**config.mk**
```make
export PLATFORM = sky130hd
export DESIGN_NAME = motor_servo_pwm
export DESIGN_NICKNAME = d
export VERILOG_FILES = /design/src/rtl/motor_servo_pwm.sv
export SDC_FILE = /design/constraint.sdc
export NUM_CORES = 1
export LEC_CHECK = 0
export CAP_MARGIN = 20
export CELL_PAD_IN_SITES_DETAIL_PLACEMENT = 0
export CELL_PAD_IN_SITES_GLOBAL_PLACEMENT = 2
export CORE_ASPECT_RATIO = 0.7
export CORE_MARGIN = 8
export CORE_UTILIZATION = 38
export CTS_CLUSTER_SIZE = 16
export DETAILED_ROUTE_END_ITERATION = 12
export PLACE_DENSITY = 0.85
export SYNTH_ARGS = -nofsm -noshare
export SYNTH_HDL_FRONTEND = slang
export SYNTH_SLANG_ARGS = --single-unit
export TNS_END_PERCENT = 20
```
**constraint.sdc**
```tcl
create_clock -name input_clk -period 6.1 [get_ports input_clk]
set_clock_uncertainty 0.15 [all_clocks]
set_input_delay 1.22 -clock input_clk [delete_from_list [all_inputs] [get_ports input_clk]]
set_output_delay 1.22 -clock input_clk [all_outputs]
set_load 0.02 [all_outputs]
```
**src/rtl/motor_servo_pwm.sv**
```systemverilog
// rtl/motor_servo_pwm.sv - H-bridge PWM with reversal dead time, plus 50 Hz servo pulse generator.
// Motor and servo settings are sampled only at period/frame boundaries; every output is registered.
module motor_servo_pwm #(
   parameter int MOTOR_PRESCALE   = 8,
   parameter int DEADTIME_PERIODS = 4,
   parameter int SERVO_PERIOD_CYC = 1000000,
   parameter int SERVO_MIN_CYC    = 50000,
   parameter int SERVO_STEP_CYC   = 277,
   parameter int SERVO_MAX_POS    = 180
) (
   input  logic       input_clk,
   input  logic       input_rst,
   input  logic [7:0] input_motor_duty,
   input  logic       input_motor_dir,
   input  logic [7:0] input_servo_pos,
   output logic       output_motor_in_a,
   output logic       output_motor_in_b,
   output logic       output_motor_dead,
   output logic       output_servo_pulse,
   output logic       output_servo_frame
);

   localparam int PW = (MOTOR_PRESCALE > 1) ? $clog2(MOTOR_PRESCALE) : 1;
   localparam logic [PW-1:0] PRE_LAST     = PW'(MOTOR_PRESCALE - 1);
   localparam logic [PW-1:0] PRE_ONE      = PW'(1);
   localparam logic [3:0]    DEAD_LOAD    = 4'(DEADTIME_PERIODS - 1);
   localparam logic [19:0]   FRAME_LAST   = 20'(SERVO_PERIOD_CYC - 1);
   localparam logic [19:0]   WIDTH_MIN    = 20'(SERVO_MIN_CYC);
   localparam logic [19:0]   WIDTH_STEP   = 20'(SERVO_STEP_CYC);
   localparam logic [19:0]   WIDTH_CENTER = 20'(SERVO_MIN_CYC + 90 * SERVO_STEP_CYC);
   localparam logic [7:0]    MAX_POS      = 8'(SERVO_MAX_POS);

   typedef enum logic {
      ST_RUN  = 1'b0,
      ST_DEAD = 1'b1
   } state_t;

   state_t      state_q, state_d;
   logic [PW-1:0] pre_q, pre_d;
   logic [7:0]  pwm_cnt_q, pwm_cnt_d;
   logic [7:0]  duty_q, duty_d;
   logic        act_dir_q, act_dir_d;
   logic [3:0]  dead_cnt_q, dead_cnt_d;
   logic [19:0] frame_cnt_q, frame_cnt_d;
   logic [19:0] width_q, width_d;
   logic        in_a_q, in_a_d;
   logic        in_b_q, in_b_d;
   logic        dead_q, dead_d;
   logic        pulse_q, pulse_d;
   logic        frame_q, frame_d;

   logic        tick;
   logic        boundary;
   logic        pwm_lvl;
   logic        frame_last;
   logic [7:0]  pos_clamped;
   logic [19:0] new_width;

   always_comb begin
      tick     = (pre_q == PRE_LAST);
      boundary = tick && (pwm_cnt_q == 8'hFF);
      pwm_lvl  = (pwm_cnt_q < duty_q);

      pre_d     = tick ? '0 : pre_q + PRE_ONE;
      pwm_cnt_d = tick ? pwm_cnt_q + 8'd1 : pwm_cnt_q;
      duty_d    = boundary ? input_motor_duty : duty_q;

      state_d    = state_q;
      act_dir_d  = act_dir_q;
      dead_cnt_d = dead_cnt_q;
      case (state_q)
         ST_RUN: begin
            if (boundary && (input_motor_dir != act_dir_q)) begin
               state_d    = ST_DEAD;
               dead_cnt_d = DEAD_LOAD;
            end
         end
         ST_DEAD: begin
            // Dead time always completes; direction is re-sampled only on exit.
            if (boundary) begin
               if (dead_cnt_q != 4'd0) begin
                  dead_cnt_d = dead_cnt_q - 4'd1;
               end else begin
                  act_dir_d = input_motor_dir;
                  state_d   = ST_RUN;
               end
            end
         end
         default: state_d = ST_RUN;
      endcase

      in_a_d = (state_q == ST_RUN) && !act_dir_q && pwm_lvl;
      in_b_d = (state_q == ST_RUN) &&  act_dir_q && pwm_lvl;
      dead_d = (state_q == ST_DEAD);

      pos_clamped = (input_servo_pos > MAX_POS) ? MAX_POS : input_servo_pos;
      new_width   = WIDTH_MIN + ({12'd0, pos_clamped} * WIDTH_STEP);
      frame_last  = (frame_cnt_q == FRAME_LAST);
      frame_cnt_d = frame_last ? 20'd0 : frame_cnt_q + 20'd1;
      width_d     = frame_last ? new_width : width_q;
      pulse_d     = (frame_cnt_q < width_q);
      frame_d     = (frame_cnt_q == 20'd0);
   end

   always_ff @(posedge input_clk) begin
      if (input_rst) begin
         state_q     <= ST_RUN;
         pre_q       <= '0;
         pwm_cnt_q   <= 8'd0;
         duty_q      <= 8'd0;
         act_dir_q   <= 1'b0;
         dead_cnt_q  <= 4'd0;
         frame_cnt_q <= 20'd0;
         width_q     <= WIDTH_CENTER;
         in_a_q      <= 1'b0;
         in_b_q      <= 1'b0;
         dead_q      <= 1'b0;
         pulse_q     <= 1'b0;
         frame_q     <= 1'b0;
      end else begin
         state_q     <= state_d;
         pre_q       <= pre_d;
         pwm_cnt_q   <= pwm_cnt_d;
         duty_q      <= duty_d;
         act_dir_q   <= act_dir_d;
         dead_cnt_q  <= dead_cnt_d;
         frame_cnt_q <= frame_cnt_d;
         width_q     <= width_d;
         in_a_q      <= in_a_d;
         in_b_q      <= in_b_d;
         dead_q      <= dead_d;
         pulse_q     <= pulse_d;
         frame_q     <= frame_d;
      end
   end

   assign output_motor_in_a  = in_a_q;
   assign output_motor_in_b  = in_b_q;
   assign output_motor_dead  = dead_q;
   assign output_servo_pulse = pulse_q;
   assign output_servo_frame = frame_q;

endmodule

```
# Word level (Yosys, flattened, before mapping)
# Cells that the tools add are included.
# Widths: inputs -> output; s select.
[word_totals] mem_count=0 rom_bits=0 regBits=70 mem_bits_rw=0 latchBits=0 input_bits=19 elab_cells=53
[classes] order_cmp=3 add_sub_neg=5 reduce_logical=13 eq_ne=7 bitwise=2 div=0 mul=1 n_mux=9 n_shift=0
[ops] operator="$add 20x1->20 const B" n=1
[ops] operator="$eq 20x20->1 const B" n=1
[ops] operator="$logic_not 20->1" n=1
[ops] operator="$lt 20x20->1" n=1
[ops] operator="$add 16x17->18 const A" n=1
[ops] operator="$mul 8x9->17 const B" n=1
[ops] operator="$mux 4" n=3
[ops] operator="$add 8x1->8 const B" n=1
[ops] operator="$eq 8x8->1 const B" n=1
[ops] operator="$gt 8x8->1 const B" n=1
[ops] operator="$lt 8x8->1" n=1
[ops] operator="$mux 8" n=1
[ops] operator="$pmux 4 s2" n=1
[ops] operator="$logic_and 1x1->1" n=6
[ops] operator="$reduce_and 3->1" n=2
[ops] operator="$ne 2x1->1 const B" n=2
[ops] operator="$reduce_bool 4->1" n=1
[ops] operator="$reduce_or 2->1" n=2
[ops] operator="$sub 4x1->4 const B" n=1
[ops] operator="$add 3x1->3 const B" n=1
[ops] operator="$eq 3x3->1 const B" n=1
[ops] operator="$mux 1" n=3
[ops] operator="$ne 2x2->1 const B" n=1
[ops] operator="$not 1->1" n=2
[ops] operator="other kinds (3)" n=3

# Longest topological paths before layout
# Gate-level depths: netlist (run 1).
[logic_depth] word_depth=5 depth_mapped=17 mapped_depth_nobuf=17

# Worst setup path after synthesis (run 1)
# OpenSTA, ideal clock, no wires.
[synth_path] path_type="input port to flip-flop" start="input input_servo_pos[0]" end="register width_q[16]" path_stages=16 n_path_buf=0 required_ns=5.822 setup_ns=0.128 arrival_time_ns=4.590 slack_ns=1.232 path_cell_list="o21ai_0 > a21oi_1 > o21ai_0 > nand2b_1 > ha_1 > ha_1 > inv_1 > fa_1 > inv_1 > ha_1 > fa_1 > a211oi_1 > o21bai_1 > o2111ai_1 > a21boi_0 > a2bb2oi_1"
[synth_via] elab_chain_len=4
[synth_lines] item="start: declaration" line_no="15" text="input logic [7:0] input_servo_pos,"
[synth_lines] item="$gt 8x8->1" line_no="96" text="pos_clamped = (input_servo_pos > MAX_POS) ? MAX_POS : input_servo_pos;"
[synth_lines] item="$mux 8 (*)" line_no="96"
[synth_lines] item="$mul 8x9->17 (*)" line_no="97" text="new_width = WIDTH_MIN + ({12'd0, pos_clamped} * WIDTH_STEP);"
[synth_lines] item="$add 16x17->18 (*)" line_no="97"
[synth_lines] item="end signal: assignment" line_no="128" text="width_q <= width_d;"
[synth_lines] item="end: declaration" line_no="45" text="logic [19:0] width_q, width_d;"
# Every way passes the cells marked *; elsewhere a longest branch is shown, timed or not.
# A chain may end at the register's enable or synchronous reset.

# Worst setup path after layout (run 1)
# Ends and elaborated chain as after synthesis.

==> impl_results.md, run 1 <==
- Detailed-routing iteration count for the pre-antenna-repair pass: 4
- Number of buffers inserted for hold repair after clock tree synthesis: 0
- Post-synth design cell area: 4290 µm²
- GR Util All Layers: 0.128
- Least-Margin Pin Slew: 0.619 ns
- Clock tree sinks: 68
- GP Congestion: 0.824
- Count of cell types in the netlist: 48
- Clock latency of the later-clocked register in the worst-skew pair: 0.33 ns
- Via count: 3407
- Final count of negative-setup-slack endpoints: 0
- Number of gates resized after cts: 0
- Hold Path Class: reg -> reg
- Number of global-route vias before repair: 3249
- Count of boundary I/O pins: 24
- Worst Hold Depth: 1
- Largest cells by area after synthesis: dfxtp_1 (32%), ha_1 (19%), inv_1 (4.5%)
- Buffer type at the clock tree root: clkbuf_16
- Fraction of post-synthesis cell area in the top cell type by area: 0.317
- Asr flop ratio synth: 0
- Nature of the critical path endpoint: register
- CP Cell Sequence: clkdlybuf4s50_1, o21ai_0, a21oi_1, o21ai_0, nand2b_1, ha_1, ha_1, inv_1, fa_1, inv_1, ha_1, fa_1, a211oi_1, o21bai_1, o2111ai_1, a21boi_0, a2bb2oi_1
- Internal reg-to-reg setup slack: 3.65 ns
- DRC viols: 0
- Starting density of the core: 0.389
- Final Max Slew Viols: 0
- Library cell with the largest summed area after synthesis: dfxtp_1
- H-tree Lvls: 3
- Source of the worst hold timing path: pre_q[0]
- Worst path bufs/invs: 3
- TritonCTS clock tree: yes
- Worst Hold Path EP: pre_q[0]
- Largest stage delay on the critical path: 0.49 ns
- Overall overflow remaining after global route: 0
- Area of the die: 15000 µm²
- Global-route wire length before repair: 15.5 mm
- Required time worst endpoint: 6.16 ns
- Vias per cell: 5.07
- Worst-case headroom to the max-slew limit: 0.587
- Port-buffer cells: 23
- Average size of a mapped cell: 8.75 µm²
- Share of cells above drive strength 1: 0.0501
- Layout net count: 607
- Detailed placement HPWL: 6.97 mm
- Reg2reg end: dead_cnt_q[1]
- Antenna violations before repair: 0
- Number of nets in the synthesized netlist: 583
- Maximum vdd ir drop: 0.146 mV
- Die Span Y: 105 µm
- Total length of routed wires: 9.09 mm
- Layout overhead on the synthesized area: 16.8%
- Width of the die: 143 µm
- Static Leak: 2.18 nW
- Power density over the cells: 258 nW/µm²
- Category of the most critical setup path: in -> reg
- Setup fix buffers added after clock tree synthesis: 0
- Final critical-path share of the clock period: 0.885
- Nature of the critical path startpoint: primary input
- Worst-path fanout max: 6
- Hold violation total from the final report: 0
- Setup repair after global routing missed its margin: false
- Floorplan Core Area: 11000 µm²
- Number of maximum-capacitance violations: 0
- Status: finished, final reports clean
- Final antenna diode count: 0
- Area post-placement: 4680 µm²
- Fmax: 185 MHz
- Number of storage elements in the synthesis netlist: 68
- DR iter-0 viols: 181
- Finished layout cell area: 5010 µm²
- Sequential element share of the synthesized area: 0.317
- Commonest cells after routing, fill and taps aside: dfxtp_1 (68), ha_1 (66), inv_1 (51), nor2_1 (40), nand2_1 (39)
- Number of warnings issued by yosys: 0
- Worst hold slack across all endpoints: 0.288 ns
- Critical path's most frequent cell: ha_1
- Average wire length per cell after detail routing: 13.5 µm
- Delay-heaviest family, CP: adder cells
- Number of synthesized flops with an enable pin: 0
- Shortest clock period the worst path allows after layout: 5.40 ns
- Remaining antenna violation count: 0
- Clock-pin transition on the worst setup and hold timing paths: 0.06 ns
- Maximum number of pins on one net before global-route repair: 35
- Cts bufs inserted: 9
- Dominant register cell in the synthesized netlist: dfxtp_1
- CTS max path bufs: 2
- Worst Reg2Reg Path Length in Cells: 7
- Cells after Synth: 490
- Worst endpoint data arrival time: 5.46 ns
- Reg2reg start: pre_q[0]
- Slowest cell on the critical path: fa_1
- Number of rows created at floorplan: 32
- WP depth: 17
- Number of fill cells: 1086
- Most frequent standard cell in the layout excluding fill and tap cells: dfxtp_1
- Fin Setup TNS: 0 ns
## power by group
group          total, mW  switching (mW)  internal (mW)
registers          0.453         0.00452          0.449
clock network      0.568           0.207          0.361
logic              0.273           0.152          0.121
total               1.29           0.363          0.930
## layout make-up
class / instances / area, µm² / area share
clock buffers: 9 / 225 / 0.0450
clock inverters: 7 / 98.8 / 0.0197
inverters: 51 / 191 / 0.0382
multi-input cells: 358 / 2680 / 0.535
flip-flops and latches: 68 / 1360 / 0.272
well taps: 153 / 191 / 0.0382
repair buffers: 26 / 260 / 0.0520
## logic make-up after synthesis
| family | count (synthesis) | synth area share |
|---|---|---|
| mux | 2 | 0.00467 |
| xor+xnor | 32 | 0.0654 |
| simple gates | 156 | 0.186 |
| fa+ha+maj | 74 | 0.230 |
| flops | 68 | 0.317 |
| compound gates | 94 | 0.139 |
| buf+inv | 64 | 0.0575 |
## worst max-delay path by stage
stage                             from          end
floorplan           input_servo_pos[0]  width_q[16]
global placement    input_servo_pos[0]  width_q[14]
detailed placement  input_servo_pos[0]  width_q[16]
CTS                 input_servo_pos[0]  width_q[16]
global route        input_servo_pos[0]  width_q[16]
finish              input_servo_pos[0]  width_q[16]
## Yosys cell counts (3+ instances only)
master	n
a211o_1	3
a211oi_1	6
a21o_1	9
a21oi_1	32
and2_1	3
and3_1	7
clkbuf_1	9
dfxtp_1	68
fa_1	8
ha_1	66
inv_1	51
nand2_1	39
nand2b_1	8
nand3_1	12
nand4_1	14
nor2_1	40
nor3_1	9
nor4_1	6
o2111ai_1	3
o211ai_1	5
o21ai_0	16
o21bai_1	3
o22ai_1	5
or3_1	7
xnor2_1	12
xor2_1	20
## per-stage QoR
step / power [mW] / util / instances / setup slack (ns)
after floorplan: 0.668 / - / 490 / 1.23
after global placement: 0.738 / 0.424 / 655 / 0.467
after detailed placement: 0.737 / 0.425 / 656 / 0.410
after CTS: 1.31 / 0.455 / 672 / 0.746
after global routing: 1.37 / 0.455 / 672 / 0.344
final: 1.29 / 0.455 / 672 / 0.700
## flip-flops by register name, summed over array words and instances (netlist names), 3 cells and up
register / flops
dead_cnt_q: 4
duty_q: 8
frame_cnt_q: 20
pre_q: 3
pwm_cnt_q: 8
width_q: 18
## worst reg2reg max path: cells and delay by family (launching register included)
family | cells | cell delay (ns)
AO/OA/AOI/OAI | 1 | 0.23
adder cells (fa/ha/maj) | 2 | 0.52
flip-flops | 1 | 0.34
AND/OR/NAND/NOR | 4 | 1.11
## routing by layer
layer,wire [µm],vias up,global-route usage
li1,-,1766,-
met1,4840,1581,0.184
met2,3780,49,0.180
met3,347,11,0.0314
met4,118,0,0.0431
met5,0,-,0
No activity file was read; power rests on OpenSTA's default activity.
==> inputs of run 2 (changes only) <==
--- a/config.mk
+++ b/config.mk
@@ -9,7 +9,6 @@
 export CELL_PAD_IN_SITES_DETAIL_PLACEMENT = 0
 export CELL_PAD_IN_SITES_GLOBAL_PLACEMENT = 2
 export CORE_ASPECT_RATIO = 0.7
-export CORE_MARGIN = 8
 export CORE_UTILIZATION = 38
 export CTS_CLUSTER_SIZE = 16
 export DETAILED_ROUTE_END_ITERATION = 12
==> run 2 against run 1 <==
Against the previous run: first-iteration DRC count is 7.7% lower; global-route usage rose by 4.1 points; wire length shrank 0.32%; non-clock buffer count unchanged; worst setup slack worse by 0.11 ns; sequential share of layout area is essentially flat; power barely moved; critical path depth unchanged; maximum frequency is 2.0% lower; utilization shrank 0.068 points; final cell count is 0.15% lower; via count shrank 2.3%; largest cell class unchanged.
==> impl_results.md, run 2 (synthesized netlist as in run 1, its figures left out) <==
- Status: finished, final reports clean
- Final critical-path share of the clock period: 0.903
- Cts bufs inserted: 9
- Number of buffers inserted for hold repair after clock tree synthesis: 0
- Die Span Y: 90.9 µm
- Maximum number of pins on one net before global-route repair: 35
- Via count: 3328
- Max FFs per register: 20
- Floorplan Core Area: 11000 µm²
- Worst-path fanout max: 6
- Post-place setup slack: 0.333 ns
- Nature of the critical path startpoint: primary input
- Worst-case headroom to the max-slew limit: 0.594
- GP Congestion: 0.815
- Worst setup slack after layout: 0.593 ns
- Commonest cells after routing, fill and taps aside: dfxtp_1 (68), ha_1 (66), inv_1 (51), nor2_1 (40), nand2_1 (39)
- Port-buffer cells: 23
- Clock tree sinks: 68
- Number of rows created at floorplan: 32
- Layout overhead on the synthesized area: 16.6%
- Global-route wire length before repair: 15.3 mm
- Final count of negative-setup-slack endpoints: 0
- Sw frac: 0.274
- Detailed-routing iteration count for the pre-antenna-repair pass: 4
- Fmax: 182 MHz
- Register name with the most flops: frame_cnt_q
- CTS max path bufs: 2
- Shortest clock period the worst path allows after layout: 5.51 ns
- Share of power burned in the clock network: 0.431
- Most frequent standard cell in the layout excluding fill and tap cells: dfxtp_1
- Static Leak: 2.18 nW
- Count of boundary I/O pins: 24
- Remaining antenna violation count: 0
- Largest regs: frame_cnt_q (20), width_q (18)
- Setup repair after global routing missed its margin: false
- Worst hold slack across all endpoints: 0.270 ns
- Fin Setup TNS: 0 ns
- Share of cells above drive strength 1: 0.0463
- Clock latency of the later-clocked register in the worst-skew pair: 0.33 ns
- Vias per cell: 4.96
- Maximum vdd ir drop: 0.131 mV
- Number of maximum-capacitance violations: 0
- Number of gates resized after cts: 0
- Total length of routed wires: 9.06 mm
- Area post-placement: 4680 µm²
- Clock-pin transition on the worst setup and hold timing paths: 0.05 ns
- Final cell utilization of the core: 0.454
- Required time worst endpoint: 6.16 ns
- Starting density of the core: 0.389
- TritonCTS clock tree: yes
- Proportion of power drawn by flip-flops and latches: 0.351
- DRC viols: 0
- Area of the die: 11700 µm²
- DR iter-0 viols: 167
- Nature of the critical path endpoint: register
- Finished layout cell area: 5000 µm²
- H-tree Lvls: 3
- Detailed placement HPWL: 6.84 mm
- Buffer type at the clock tree root: clkbuf_16
- Final antenna diode count: 0
- Hold violation total from the final report: 0
- Hold Path Class: reg -> reg
- Worst endpoint data arrival time: 5.57 ns
- Layout net count: 607
- Power density over the cells: 258 nW/µm²
- Setup fix buffers added after clock tree synthesis: 0
- Category of the most critical setup path: in -> reg
- Final Max Slew Viols: 0
- Average wire length per cell after detail routing: 13.5 µm
- Width of the die: 129 µm
- Cell internal power dissipation: 0.938 mW
- Overall overflow remaining after global route: 0
- Least-Margin Pin Slew: 0.605 ns
- Number of global-route vias before repair: 3097
- Antenna violations before repair: 0
- P_sw: 0.354 mW
- GR Util All Layers: 0.169
- Relative contribution of combinational cells to total power: 0.219
==> run 2: changes by cell type in the layout (fill, tap and decap cells not counted) <==
cell,before,now
inv_6,2,0
clkbuf_1,0,1
clkbuf_8,0,1
clkinvlp_4,1,0
==> run 2: path summary, 6_finish.rpt <==
path                                         start       endpoint  slack (ns)  cells after the start
worst max-delay path            input_servo_pos[0]    width_q[16]        0.59                     17
worst min register to register            pre_q[0]       pre_q[0]        0.27                      1
worst min-delay path                      pre_q[0]       pre_q[0]        0.27                      1
worst max register to register            pre_q[0]  dead_cnt_q[3]        3.65                      7
==> run 2: area by class of cell <==
class / count / area (µm²)
fillers: 1062 / 6010
multi-input cells: 358 / 2680
flip-flops and latches: 68 / 1360
repair buffers: 26 / 260
clock buffers: 11 / 243
inverters: 51 / 191
well taps: 153 / 191
clock inverters: 4 / 73.8
==> run 2: power by group through the flow <==
stage	Clock (mW)	Combinational [mW]	Sequential, mW
6_report	0.556	0.283	0.453
5_1_grt	0.600	0.319	0.454
4_1_cts	0.575	0.285	0.453
3_5_place_dp	0	0.282	0.463
3_3_place_gp	0	0.276	0.463
2_1_floorplan	0	0.205	0.463
==> run 2: critical path: stages <==
cell,delay (ns)
clkdlybuf4s50_1,0.41
o21ai_0,0.17
a21oi_1,0.09
o21ai_0,0.44
nand2b_1,0.23
ha_1,0.26
ha_1,0.28
inv_1,0.05
fa_1,0.47
inv_1,0.04
ha_1,0.33
fa_1,0.49
a211oi_1,0.33
o21bai_1,0.16
o2111ai_1,0.29
a21boi_0,0.14
a2bb2oi_1,0.14
==> run 2: per-stage QoR <==
stage / power, mW / std cells
final: 1.29 / 671
after global routing: 1.37 / 671
after CTS: 1.31 / 671
after detailed placement: 0.744 / 656
after global placement: 0.739 / 655
after floorplan: 0.668 / 490
==> run 2: per-layer routing <==
layer / routed length [µm] / global-route usage / vias up / part of all wire
met4: 115 / 0.0500 / 0 / 0.013
met3: 230 / 0.0498 / 9 / 0.025
met2: 3580 / 0.228 / 37 / 0.40
met5: 0 / 0 / - / 0
li1: - / - / 1764 / -
met1: 5130 / 0.253 / 1518 / 0.57
==> inputs of run 3 (changes only) <==
--- a/config.mk
+++ b/config.mk
@@ -5,7 +5,7 @@
 export SDC_FILE = /design/constraint.sdc
 export NUM_CORES = 1
 export LEC_CHECK = 0
-export CAP_MARGIN = 20
+export ABC_CLOCK_PERIOD_IN_PS = 6100
 export CELL_PAD_IN_SITES_DETAIL_PLACEMENT = 0
 export CELL_PAD_IN_SITES_GLOBAL_PLACEMENT = 2
 export CORE_ASPECT_RATIO = 0.7
==> run 3 against run 2 <==
Against the previous run: via count increased by 0.63%; register-to-register slack got worse by 0.02 ns; highest routed layer unchanged; final cell count unchanged; sequential share of layout area increased by 0.21 points; non-clock buffer count decreased by 1; flip-flop and latch count unchanged; global-route usage decreased by 0.13 points; worst setup slack got worse by 0.0073 ns; sequential power about the same; final area decreased by 0.78%.
==> impl_results.md, run 3 (synthesized netlist as in run 1, its figures left out) <==
- Status: finished, final reports clean
- Area of the die: 11700 µm²
- Worst-case headroom to the max-slew limit: 0.215
- Clock-pin transition on the worst setup and hold timing paths: 0.06 ns
- Internal reg-to-reg setup slack: 3.63 ns
- Commonest cells after routing, fill and taps aside: dfxtp_1 (68), ha_1 (66), inv_1 (51), nor2_1 (40), nand2_1 (39)
- Largest regs: frame_cnt_q (20), width_q (18)
- Worst endpoint data arrival time: 5.53 ns
- Total length of routed wires: 9.08 mm
- Clock tree sinks: 68
- Hold violation total from the final report: 0
- Port-buffer cells: 23
- Clock latency of the later-clocked register in the worst-skew pair: 0.33 ns
- Static Leak: 2.15 nW
- Number of rows created at floorplan: 32
- Register name with the most flops: frame_cnt_q
- Worst-path fanout max: 6
- Vias per cell: 4.99
- Maximum vdd ir drop: 0.135 mV
- Via count: 3349
- Fin Setup TNS: 0 ns
- Floorplan Core Area: 11000 µm²
- H-tree Lvls: 3
- Buffer type at the clock tree root: clkbuf_16
- Share of cells above drive strength 1: 0.0463
- GR Util All Layers: 0.168
- DR iter-0 viols: 181
- Starting density of the core: 0.389
- DRC viols: 0
- Shortest clock period the worst path allows after layout: 5.51 ns
- Width of the die: 129 µm
- Nature of the critical path startpoint: primary input
- Final count of negative-setup-slack endpoints: 0
- Layout net count: 606
- Number of gates resized after cts: 0
- Hold Path Class: reg -> reg
- Global-route wire length before repair: 15.2 mm
- Area post-placement: 4670 µm²
- Finished layout cell area: 4960 µm²
- Antenna violations before repair: 0
- GP Congestion: 0.815
- Final critical-path share of the clock period: 0.904
- Detailed placement HPWL: 6.83 mm
- Fmax: 181 MHz
- Cts bufs inserted: 9
- Nature of the critical path endpoint: register
- Required time worst endpoint: 6.12 ns
- TritonCTS clock tree: yes
- Number of buffers inserted for hold repair after clock tree synthesis: 0
- Least-Margin Pin Slew: 1.18 ns
- Most frequent standard cell in the layout excluding fill and tap cells: dfxtp_1
- Max FFs per register: 20
- Setup fix buffers added after clock tree synthesis: 0
- Average wire length per cell after detail routing: 13.5 µm
- Overall overflow remaining after global route: 0
- Maximum number of pins on one net before global-route repair: 35
- CTS max path bufs: 2
- Category of the most critical setup path: in -> reg
- Final cell utilization of the core: 0.451
- Layout overhead on the synthesized area: 15.7%
- Power density over the cells: 252 nW/µm²
- Remaining antenna violation count: 0
- Number of global-route vias before repair: 3076
- Detailed-routing iteration count for the pre-antenna-repair pass: 5
- Die Span Y: 90.9 µm
- Worst hold slack across all endpoints: 0.270 ns
- Number of maximum-capacitance violations: 0
- Final Max Slew Viols: 0
- Final total power: 1.25 mW
- Final antenna diode count: 0
- Setup repair after global routing missed its margin: false
- Count of boundary I/O pins: 24
run 3: final timing paths:
path | depth (start not counted) | startpoint | to
worst max-delay path | 17 | input_servo_pos[0] | width_q[14]
worst min-delay path | 1 | pre_q[0] | pre_q[0]
worst max register to register | 7 | pre_q[0] | act_dir_q
worst min register to register | 1 | pre_q[0] | pre_q[0]
run 3: critical path: stages:
cell and delay [ns]:
clkdlybuf4s50_1 0.42, o21ai_0 0.20, a21oi_1 0.09, o21ai_0 0.41, nand2b_1 0.23, ha_1 0.26, ha_1 0.28, inv_1 0.05
fa_1 0.47, inv_1 0.04, ha_1 0.32, fa_1 0.49, a211oi_1 0.33, o21bai_1 0.16, o2111ai_1 0.29, a211o_1 0.18
o211ai_1 0.08
run 3: power by group:
| part | leakage (nW) | internal [mW] | switching, mW |
|---|---|---|---|
| sequential | 0.550 | 0.449 | 0.00432 |
| clock | 0.139 | 0.316 | 0.204 |
| combinational | 1.46 | 0.121 | 0.158 |
run 3: layout make-up:
class                           count  area [µm²]
Inverter                           51         191
Fill cell                        1073        6050
Clock inverter                      6        63.8
Tap cell                          153         191
Sequential cell                    68        1360
Timing Repair Buffer               25         245
Clock buffer                       10         229
Multi-Input combinational cell    358        2680
run 3: routing by layer:
| layer | vias up | wire length (µm) | global-route usage |
|---|---|---|---|
| li1 | 1762 | - | - |
| met1 | 1519 | 5030 | 0.255 |
| met2 | 60 | 3620 | 0.222 |
| met3 | 8 | 326 | 0.0444 |
| met4 | 0 | 102 | 0.0559 |
| met5 | - | 0 | 0 |
run 3: per-stage QoR:
| stage | cells | setup slack [ns] |
|---|---|---|
| global route | 671 | 0.204 |
| detailed placement | 655 | 0.298 |
| CTS | 671 | 0.641 |
| global placement | 655 | 0.475 |
| floorplan | 490 | 1.23 |
| finish | 671 | 0.585 |
